===== config.mk =====
export PLATFORM = sky130hd
export DESIGN_NAME = mem_stage_ctrl_flat
export DESIGN_NICKNAME = d
export VERILOG_FILES = /design/src/rtl/mem_stage_ctrl_if.sv /design/src/rtl/mem_stage_ctrl.sv /design/src/flat_wrapper.sv
export SDC_FILE = /design/constraint.sdc
export NUM_CORES = 1
export LEC_CHECK = 0
export CAP_MARGIN = 20
export CORE_MARGIN = 10
export CORE_UTILIZATION = 40
export CTS_CLUSTER_DIAMETER = 50
export DETAILED_ROUTE_END_ITERATION = 16
export HOLD_SLACK_MARGIN = 0.02
export PLACE_DENSITY = 0.78
export SYNTH_ARGS = -nofsm -noshare
export SYNTH_HDL_FRONTEND = slang
export SYNTH_SLANG_ARGS = --single-unit

===== constraint.sdc =====
create_clock -name clk -period 2 [get_ports clk]
set_input_delay 0.3 -clock clk [delete_from_list [all_inputs] [get_ports clk]]
set_output_delay 0.3 -clock clk [all_outputs]
set_load 0.02 [all_outputs]

===== src/rtl/mem_stage_ctrl_if.sv =====
// Data-memory request/acknowledge port between the MEM stage controller and memory.
// The controller holds mem_req and the request fields steady until mem_ack (a single-cycle pulse) or a timeout.
interface mem_stage_ctrl_if;
    logic        mem_req;
    logic        mem_we;
    logic [15:0] mem_addr;
    logic [15:0] mem_wdata;
    logic [15:0] mem_rdata;
    logic        mem_ack;

    modport master (
        output mem_req,
        output mem_we,
        output mem_addr,
        output mem_wdata,
        input  mem_rdata,
        input  mem_ack
    );

    modport slave (
        input  mem_req,
        input  mem_we,
        input  mem_addr,
        input  mem_wdata,
        output mem_rdata,
        output mem_ack
    );
endinterface


===== src/rtl/mem_stage_ctrl.sv =====
// MEM stage controller: runs loads and stores on a req/ack memory port and stalls upstream while an access is outstanding.
// It presents a registered writeback bundle to the MEM/WB stage.
module mem_stage_ctrl #(
    parameter int TIMEOUT = 16
) (
    input  logic                   clk,
    input  logic                   rst,
    input  logic                   halt_sys,
    input  logic [1:0]             in_memc,
    input  logic                   in_reg_wr,
    input  logic [31:0]            in_alu,
    input  logic [15:0]            in_R1_data,
    input  logic                   in_R0_en,
    input  logic [7:0]             in_instr,
    output logic                   stall,
    mem_stage_ctrl_if.master       mem,
    output logic                   mem_err,
    output logic                   wb_valid,
    output logic                   wb_reg_wr,
    output logic [15:0]            wb_data,
    output logic [15:0]            wb_R0_data,
    output logic                   wb_R0_en,
    output logic [7:0]             wb_instr,
    output logic [1:0]             o_dbg_state
);

    localparam logic [1:0] IDLE = 2'd0;
    localparam logic [1:0] WAIT = 2'd1;
    localparam logic [1:0] RESP = 2'd2;
    localparam logic [7:0] LP_LAST = 8'(TIMEOUT - 1);

    logic [1:0]  r_state;
    logic [7:0]  r_cnt;
    logic        r_req;
    logic        r_we;
    logic [15:0] r_addr;
    logic [15:0] r_wdata;
    logic [15:0] r_rdata;
    logic        r_abort;
    logic        r_err;
    logic        r_wb_valid;
    logic        r_wb_reg_wr;
    logic [15:0] r_wb_data;
    logic [15:0] r_wb_R0_data;
    logic        r_wb_R0_en;
    logic [7:0]  r_wb_instr;

    logic        w_mem_op;
    logic        w_stall;

    assign w_mem_op = (in_memc == 2'b01) || (in_memc == 2'b10);

    // Stall is held low while in reset so upstream is never frozen by a dropped access.
    assign w_stall = rst && (halt_sys || (r_state == WAIT) ||
                             ((r_state == IDLE) && w_mem_op));

    always_ff @(posedge clk or negedge rst) begin
        if (!rst) begin
            r_state      <= IDLE;
            r_cnt        <= '0;
            r_req        <= 1'b0;
            r_we         <= 1'b0;
            r_addr       <= '0;
            r_wdata      <= '0;
            r_rdata      <= '0;
            r_abort      <= 1'b0;
            r_err        <= 1'b0;
            r_wb_valid   <= 1'b0;
            r_wb_reg_wr  <= 1'b0;
            r_wb_data    <= '0;
            r_wb_R0_data <= '0;
            r_wb_R0_en   <= 1'b0;
            r_wb_instr   <= '0;
        end else if (!halt_sys) begin
            r_wb_valid <= 1'b0;
            case (r_state)
                IDLE: begin
                    if (w_mem_op) begin
                        r_req   <= 1'b1;
                        r_we    <= (in_memc == 2'b10);
                        r_addr  <= in_alu[15:0];
                        r_wdata <= in_R1_data;
                        r_rdata <= '0;
                        r_cnt   <= '0;
                        r_abort <= 1'b0;
                        r_state <= WAIT;
                    end else begin
                        r_wb_valid   <= 1'b1;
                        r_wb_reg_wr  <= in_reg_wr;
                        r_wb_data    <= in_alu[15:0];
                        r_wb_R0_data <= in_alu[31:16];
                        r_wb_R0_en   <= in_R0_en;
                        r_wb_instr   <= in_instr;
                    end
                end
                WAIT: begin
                    // An ack on the final counted cycle still completes the access.
                    if (mem.mem_ack) begin
                        r_rdata <= mem.mem_rdata;
                        r_req   <= 1'b0;
                        r_state <= RESP;
                    end else if (r_cnt == LP_LAST) begin
                        r_req   <= 1'b0;
                        r_err   <= 1'b1;
                        r_abort <= 1'b1;
                        r_state <= RESP;
                    end else begin
                        r_cnt <= r_cnt + 8'd1;
                    end
                end
                RESP: begin
                    // Upstream is still holding the memory op here, so in_* describe it.
                    r_wb_valid   <= 1'b1;
                    r_wb_reg_wr  <= in_reg_wr && !r_we && !r_abort;
                    r_wb_data    <= r_we ? in_alu[15:0] : r_rdata;
                    r_wb_R0_data <= in_alu[31:16];
                    r_wb_R0_en   <= in_R0_en && !r_abort;
                    r_wb_instr   <= in_instr;
                    r_state      <= IDLE;
                end
                default: begin
                    r_state <= IDLE;
                end
            endcase
        end
    end

    assign stall         = w_stall;
    assign mem.mem_req   = r_req;
    assign mem.mem_we    = r_we;
    assign mem.mem_addr  = r_addr;
    assign mem.mem_wdata = r_wdata;
    assign mem_err       = r_err;
    assign wb_valid      = r_wb_valid;
    assign wb_reg_wr     = r_wb_reg_wr;
    assign wb_data       = r_wb_data;
    assign wb_R0_data    = r_wb_R0_data;
    assign wb_R0_en      = r_wb_R0_en;
    assign wb_instr      = r_wb_instr;
    assign o_dbg_state   = r_state;

endmodule


===== src/flat_wrapper.sv =====
// flat-port wrapper written by rule: the top's interface ports become plain ports
module mem_stage_ctrl_flat 
#(
    parameter int TIMEOUT = 16
)
  (clk, rst, halt_sys, in_memc, in_reg_wr, in_alu, in_R1_data, in_R0_en, in_instr, stall, mem_err, wb_valid, wb_reg_wr, wb_data, wb_R0_data, wb_R0_en, wb_instr, o_dbg_state, mem_mem_req, mem_mem_we, mem_mem_addr, mem_mem_wdata, mem_mem_rdata, mem_mem_ack);
  mem_stage_ctrl_if mem_i ();
  input  logic clk;
  input  logic rst;
  input  logic halt_sys;
  input  logic [1:0] in_memc;
  input  logic in_reg_wr;
  input  logic [31:0] in_alu;
  input  logic [15:0] in_R1_data;
  input  logic in_R0_en;
  input  logic [7:0] in_instr;
  output logic stall;
  output logic mem_err;
  output logic wb_valid;
  output logic wb_reg_wr;
  output logic [15:0] wb_data;
  output logic [15:0] wb_R0_data;
  output logic wb_R0_en;
  output logic [7:0] wb_instr;
  output logic [1:0] o_dbg_state;
  output wire logic [$bits(mem_i.mem_req)-1:0] mem_mem_req;
  output wire logic [$bits(mem_i.mem_we)-1:0] mem_mem_we;
  output wire logic [$bits(mem_i.mem_addr)-1:0] mem_mem_addr;
  output wire logic [$bits(mem_i.mem_wdata)-1:0] mem_mem_wdata;
  input wire logic [$bits(mem_i.mem_rdata)-1:0] mem_mem_rdata;
  input wire logic [$bits(mem_i.mem_ack)-1:0] mem_mem_ack;
  assign mem_mem_req = mem_i.mem_req;
  assign mem_mem_we = mem_i.mem_we;
  assign mem_mem_addr = mem_i.mem_addr;
  assign mem_mem_wdata = mem_i.mem_wdata;
  assign mem_i.mem_rdata = mem_mem_rdata;
  assign mem_i.mem_ack = mem_mem_ack;
  mem_stage_ctrl #(.TIMEOUT(TIMEOUT)) u_core (.clk(clk), .rst(rst), .halt_sys(halt_sys), .in_memc(in_memc), .in_reg_wr(in_reg_wr), .in_alu(in_alu), .in_R1_data(in_R1_data), .in_R0_en(in_R0_en), .in_instr(in_instr), .stall(stall), .mem(mem_i), .mem_err(mem_err), .wb_valid(wb_valid), .wb_reg_wr(wb_reg_wr), .wb_data(wb_data), .wb_R0_data(wb_R0_data), .wb_R0_en(wb_R0_en), .wb_instr(wb_instr), .o_dbg_state(o_dbg_state));
endmodule

==> metrics.md, run 1 <==
| Metric | Value |
|---|---|
| Outcome | complete, no violations |
| # H-tree levels | 3 |
| Data required time of the worst path | 2260 ps |
| Row cnt | 38 |
| Crit start category | primary input |
| Netlist cell types | 40 |
| Die height | 125 um |
| WL/cell | 18.1 um |
| Vias in the first global route | 3552 |
| Drt initial violations | 179 |
| Setup crit end kind | flip-flop |
| PwrDens | 1520 nW/um^2 |
| Maxcap violations | 0 |
| Cts hold-fix bufs | 0 |
| Largest net degree at the start of global routing | 106 |
| Via count | 3283 |
| Final period util | 97.6% |
| Synth Net Count | 434 |
| PortBufs | 160 |
| Min cycle time layout | 1950 ps |
| Post-Layout Cell Count | 668 |
| Post-layout nets | 605 |
| Post-synthesis to final-layout area growth | 48.1% |
| Clock skew | 11.3 ps |
| Chip Width | 125 um |
| Pin slew with the least headroom to its limit | 537 ps |
| Crit Path Max Fanout | 11 |
| Synth Area in Adders | 0.566% |
| Leak | 2.80 nW |
| Final WL | 12100 um |
| Flops & latches, synth | 105 |
| Core area | 10800 sq um |
| GRT Util Overall | 15.3% |
| I/O Pins | 161 |
| Global-route wire length before repair | 19700 um |
| Final setup vio count | 0 |
| Max rail drop VDD | 0.000889 V |
| DRT Pass-1 Iters | 7 |
| # DRC | 0 |
| Synth Area in XOR/XNOR | 0.396% |
| Via density | 4.91 |
| Top cell type's share of synthesized area | 59.4% |
| Syn avg cell area | 12.6 sq um |
| TritonCTS buffer count | 9 |
| Clock root cell | clkbuf_8 |
| Final Hold Viols | 0 |
| Layout cells sized above 1 | 18.6% |
| ANT nets after route | 0 |
| GP Congestion | 0.751 |
| Critical path class | primary input to flip-flop |
| Area contributors post-synth | dfrtp_1, mux2_2, mux2_4, nand2_1, o21ai_0 |
| Clock insertion delay at the later pin of the skew report | 360 ps |
| Max clock buf depth | 2 |
| Total die area | 15700 sq um |
| CTS tree | built |
| Hold Crit Class | primary input to async pin |
| Register area share after synthesis | 59.4% |
| Initial antenna violation count | 0 |
| Synth Area in Simple Gates | 8.91% |
| Fin. max-slew vios | 0 |
| DP Cell Count | 649 |
| Clock sinks | 105 |
| Post-DP HPWL | 9080 um |
| Mux cell area share after synthesis | 20.1% |
| Post-synthesis cell count | 352 |
| Antenna diode count | 0 |
| Largest family of logic cells by synthesized area | multiplexers |
| Compound-Gate Fraction of Synth Area | 7.41% |
| Synthesized area | 4420 sq um |
| Worst Hold Margin | 65.2 ps |
| Starting Density | 40.8% |
| Highest clock rate | 512 MHz |
| Overall Power | 9.94 mW |
| Worst endpoint data arrival time | 2210 ps |
| Fillers | 890 |
| Yosys top cell by area | dfrtp_1 |
| Slew Limit Headroom | 64.2% |
| Yosys warns | 0 |
| CTS clk-pin slew, worst paths | 100 ps |
| Remaining Overflow, GRT | 0 |
[layer usage]
layer  up-vias  share of wire (%)  track usage [%]
met4         0               0.76             2.71
met2       120                 48             25.4
met1      1595                 44             18.8
met3         9                7.6             5.70
li1       1559                  -                -
met5         -                  0                0
[final timing paths]
path	slack [ps]	cells after the start	from	endpoint
hold / removal	70	2	rst	u_core.wb_data[15]
min in group clk	480	3	in_reg_wr	u_core.wb_reg_wr
hold reg to reg	480	1	u_core.mem_err	u_core.mem_err
setup reg to reg	310	5	u_core.r_cnt[0]	u_core.r_cnt[0]
max in group asynchronous	1540	2	rst	u_core.o_dbg_state[1]
setup / recovery	50	8	in_memc[0]	u_core.mem.mem_wdata[9]
[cell usage after synthesis]
master / instances
nor2b_1: 1
nor2_1: 9
nor3_2: 1
buf_2: 5
mux2i_1: 16
and2_0: 1
buf_6: 5
nor4_4: 1
mux2_1: 7
nor4_1: 1
o21a_1: 1
o211ai_1: 2
inv_1: 3
ha_1: 2
xnor2_1: 2
dfrtp_1: 105
mux2_4: 20
nand2b_1: 2
or2b_1: 1
buf_4: 2
a21o_1: 3
clkbuf_2: 1
a22o_1: 2
o31ai_1: 1
nor3_1: 2
nand4_1: 2
nand3_1: 4
o311ai_1: 2
a21oi_1: 2
clkbuf_1: 8
a221o_1: 1
and3_1: 2
o21ai_1: 1
mux2_2: 31
and2_1: 1
o21ai_0: 40
a41oi_1: 1
a31oi_1: 1
nand2_1: 59
and2b_1: 1
[critical path: stages]
cell and delay [ps]:
clkdlybuf4s50_1 460, inv_1 40, ha_1 290, buf_4 150, nor4_4 270, buf_6 170, clkbuf_16 180, mux2_2 330
[metrics by stage]
step           utilization (%)  setup slack, ps  area (sq um)  TNS (ps)
2_1_floorplan                -              167          4420         0
3_3_place_gp              58.1             -285          6300    -17820
3_5_place_dp              58.1             -363          6300    -23390
4_1_cts                   60.0             6.83          6510         0
5_1_grt                   60.4            -9.01          6550     -25.7
6_report                  60.4             48.4          6550         0
[flip-flops by register name, indices dropped and copies added (netlist names), 2 cells and up]
signal and count:
u_core.wb_instr 8, u_core.r_cnt 8, u_core.mem.mem_wdata 16, u_core.mem.mem_addr 16, u_core.o_dbg_state 2, u_core.wb_R0_data 16, u_core.wb_data 16, u_core.r_rdata 16
[final cells by class]
type                            instances  area [sq um]  share of cell area (%)
Sequential cell                       105          2630                    40.1
Timing Repair Buffer                  181          1850                    28.2
Multi-Input combinational cell        223          1680                    25.6
Tap cell                              140           175                    2.67
Clock buffer                           10           138                    2.10
Clock inverter                          6          72.6                    1.11
Inverter                                3          11.3                   0.172
[kinds of logic after synthesis]
kind of cell	after synthesis
xor+xnor	2
mux	74
flops	105
simple gates	88
buf+inv	24
fa+ha+maj	2
compound gates	57
[cell usage in the layout (no fill, tap or decap), drive strengths merged]
cell           instances
a21o                   3
nor2                   9
bufinv                 1
o21a                   1
clkdlybuf4s50        158
ha                     2
nand2b                 2
a21oi                  2
mux2                  58
nor3                   3
dfrtp                105
a31oi                  1
and3                   2
and2                   2
nand3                  4
a22o                   2
a221o                  1
a41oi                  1
nor2b                  1
or2b                   1
mux2i                 16
nand4                  2
buf                   21
and2b                  1
nand2                 59
o211ai                 2
o21ai                 41
o31ai                  1
xnor2                  2
inv                    5
clkinvlp               1
clkbuf                12
o311ai                 2
nor4                   2
clkinv                 2
[where the power goes]
| group | switching, mW | internal (mW) | leakage, nW | total, mW |
|---|---|---|---|---|
| sequential | 0.578 | 3.09 | 1.29 | 3.67 |
| combinational | 2.34 | 2.56 | 1.41 | 4.90 |
| clock | 0.750 | 0.627 | 0.103 | 1.38 |
| total | 3.67 | 6.28 | 2.80 | 9.94 |
[repair_timing]
action | 4_1_cts | 5_1_grt
pin swaps | 0 | 2
buffers inserted | 0 | 2
endpoints found under the setup margin | 1 | 22
gates resized for setup | 2 | 5
cloned | 0 | 1
Note: power is estimated with default switching activity, not from simulation.
==> run 2: changes to the inputs <==
CTS_CLUSTER_SIZE = 25   (was default)
==> results of run 2 <==
Final layout, timing and power as in run 1 (identical DEF).
==> run 3: changes to the inputs <==
CORE_MARGIN = 2   (was 10)
==> run 3 against run 2 <==
Compared with the run above:
- global-route usage is 3.0 points higher
- count of clock-buffer cells in the layout stayed put
- worst setup slack better by 48 ps
- total power is 0.95% lower
- via count is 0.70% lower
- highest routed layer unchanged
- sequential cell count stayed put
- clock power hardly changed
- combinational power is 2% lower
- register-to-register slack hardly changed
==> metrics.md, run 3 (synthesis results as in run 1) <==
| Metric | Value |
|---|---|
| Remaining Overflow, GRT | 0 (unchanged) |
| Post-Layout Cell Count | 668 (unchanged) |
| Total die area | 11900 sq um (-24%) |
| Slew Limit Headroom | 63.6% (-0.65 points) |
| Critical path launch point | in_memc[0] |
| NetSw | 3.59 mW (-2.0%) |
| RSZ-0062 raised after global routing | no |
| Global-route wire length before repair | 16700 um (-15%) |
| Commonest cells after routing, fill and taps aside | clkdlybuf4s50_1, dfrtp_1, nand2_1 |
| R2R cell count | 5 (unchanged) |
| Final setup vio count | 0 (unchanged) |
| Internal power | 6.26 mW (-0.31%) |
| Data required time of the worst path | 2260 ps (about the same) |
| GRT Util Overall | 18.3% (+3.0 points) |
| CTS clk-pin slew, worst paths | 110 ps (about the same) |
| Largest net degree at the start of global routing | 106 (unchanged) |
| Chip Width | 109 um (-13%) |
| Clock power frac | 14.2% (+0.3 points) |
| Via count | 3260 (-0.70%) |
| PortBufs | 160 (unchanged) |
| Setup crit end | u_core.mem.mem_wdata[3] |
| Clock root cell | clkbuf_8 |
| CTS tree | built |
| Sequential fraction of design power | 37.2% (+0.3 points) |
| Final WS setup | 96.3 ps (+47.9 ps) |
| Clock sinks | 105 (unchanged) |
| Final WL | 10500 um (-13%) |
| Core area | 10800 sq um (-0.44%) |
| Util after Layout | 60.4% (-0.070 points) |
| Setup crit end kind | flip-flop |
| Met2 routed WL | 5040 um (-12%) |
| I/O Pins | 161 (unchanged) |
| Hold Crit Class | primary input to async pin |
| TritonCTS buffer count | 9 (unchanged) |
| Highest clock rate | 525 MHz (+2.5%) |
| PwrDens | 1510 nW/um^2 (-0.40%) |
| Post-DP Area | 6310 sq um (+0.16%) |
| Fin. max-slew vios | 0 (unchanged) |
| Crit Path Max Fanout | 15 (+4) |
| Overall Power | 9.85 mW (-0.95%) |
| Comb power frac | 48.6% (-0.7 points) |
| WL/cell | 15.8 um (-13%) |
| Max rail drop VDD | 0.000836 V (-6.0%) |
| Clock skew | 8.50 ps (-2.83 ps) |
| Post-synthesis to final-layout area growth | 47.3% |
| Die height | 109 um (-13%) |
| Final period util | 95.2% (-2.4 points) |
| Crit start category | primary input |
| Dpl ws | -297 ps (+65.7 ps) |
| Pin slew with the least headroom to its limit | 547 ps (+9.80 ps) |
| Via density | 4.88 (-0.70%) |
| Layout cells sized above 1 | 18.4% (-0.19 points) |
| Min cycle time layout | 1900 ps (-47.9 ps) |
| Post-layout instance area | 6520 sq um (-0.55%) |
| Row cnt | 38 (unchanged) |
| Clock insertion delay at the later pin of the skew report | 370 ps (about the same) |
| Starting Density | 41.0% (+0.18 points) |
| Critical path class | primary input to flip-flop |
| Routed wl met3 | 767 um (-17%) |
| Max clock buf depth | 2 (unchanged) |
| Vias in the first global route | 3360 (-5.4%) |
| ANT nets after route | 0 (unchanged) |
| R2R Setup Slk | 310 ps (about the same) |
| Top Metal Used | met4 |
| Final Hold Viols | 0 (unchanged) |
| Antenna diode count | 0 (unchanged) |
| GP Congestion | 0.821 (+9.4%) |
| # DRC | 0 (unchanged) |
| # H-tree levels | 3 (unchanged) |
| Worst endpoint data arrival time | 2160 ps (-50 ps) |
| Leak | 2.80 nW (-0.26%) |
| Sw Ratio | 36.5% (-0.40 points) |
| Maxcap violations | 0 (unchanged) |
| DRT met1 WL | 4560 um (-14%) |
| DP Cell Count | 652 (+0.46%) |
| R2r startpoint | u_core.r_cnt[0] |
| Outcome | complete, no violations |
| Drt initial violations | 91 (-49%) |
| Post-DP HPWL | 7680 um (-15%) |
| DRT Pass-1 Iters | 4 (-3) |
| Post-layout nets | 605 (unchanged) |
| Commonest non-fill, non-tap cell in the layout | clkdlybuf4s50_1 |
| Reg2reg end | u_core.r_cnt[0] |
| Initial antenna violation count | 0 (unchanged) |
[run 3: worst max-delay path, cell delays in order]
cell and delay (ps):
clkdlybuf4s50_1 450, inv_1 40, ha_1 300, buf_4 150
nor4_4 220, buf_4 320, mux2_1 370
[run 3: power by group through the flow]
stage	clock network (mW)	registers (mW)	logic [mW]
final	1.40	3.67	4.79
after global routing	1.52	3.80	5.11
after CTS	1.43	3.68	4.85
after detailed placement	0	3.71	4.84
after global placement	0	3.67	4.74
after floorplan	0	4.59	1.59
[run 3: timing repair]
item | in CTS | in global routing
gates cloned | 0 | 0
gates resized for setup | 1 | 4
hold buffers | 0 | 0
setup endpoints to repair | 1 | 3
buffers inserted | 0 | 0
[run 3: worst min path at each step]
stage / startpoint / end
after floorplan: rst / u_core.mem.mem_addr[0]
after global placement: u_core.mem_err / u_core.mem_err
after detailed placement: u_core.mem_err / u_core.mem_err
after CTS: rst / u_core.mem.mem_wdata[0]
after global routing: rst / u_core.mem.mem_addr[13]
final: rst / u_core.mem.mem_wdata[0]
[run 3: metal layers]
| metal | vias up | global-route usage [%] |
|---|---|---|
| li1 | 1557 | - |
| met5 | - | 0 |
| met1 | 1574 | 23.4 |
| met4 | 0 | 6.32 |
| met2 | 118 | 30.3 |
| met3 | 11 | 4.54 |
[run 3: final cells by class]
class | count | area, sq um
Inverter | 3 | 11.3
Tap cell | 140 | 175
Clock inverter | 6 | 75.1
Multi-Input combinational cell | 223 | 1670
Clock buffer | 10 | 138
Sequential cell | 105 | 2630
Timing Repair Buffer | 181 | 1810
Fill cell | 872 | 4280
[run 3: per-stage QoR]
step	hold WS, ps	setup TNS, ps
final	48.4	0
after global placement	443	-17570
after detailed placement	450	-19050
after CTS	65.2	0
after floorplan	4.41	0
after global routing	85.1	0
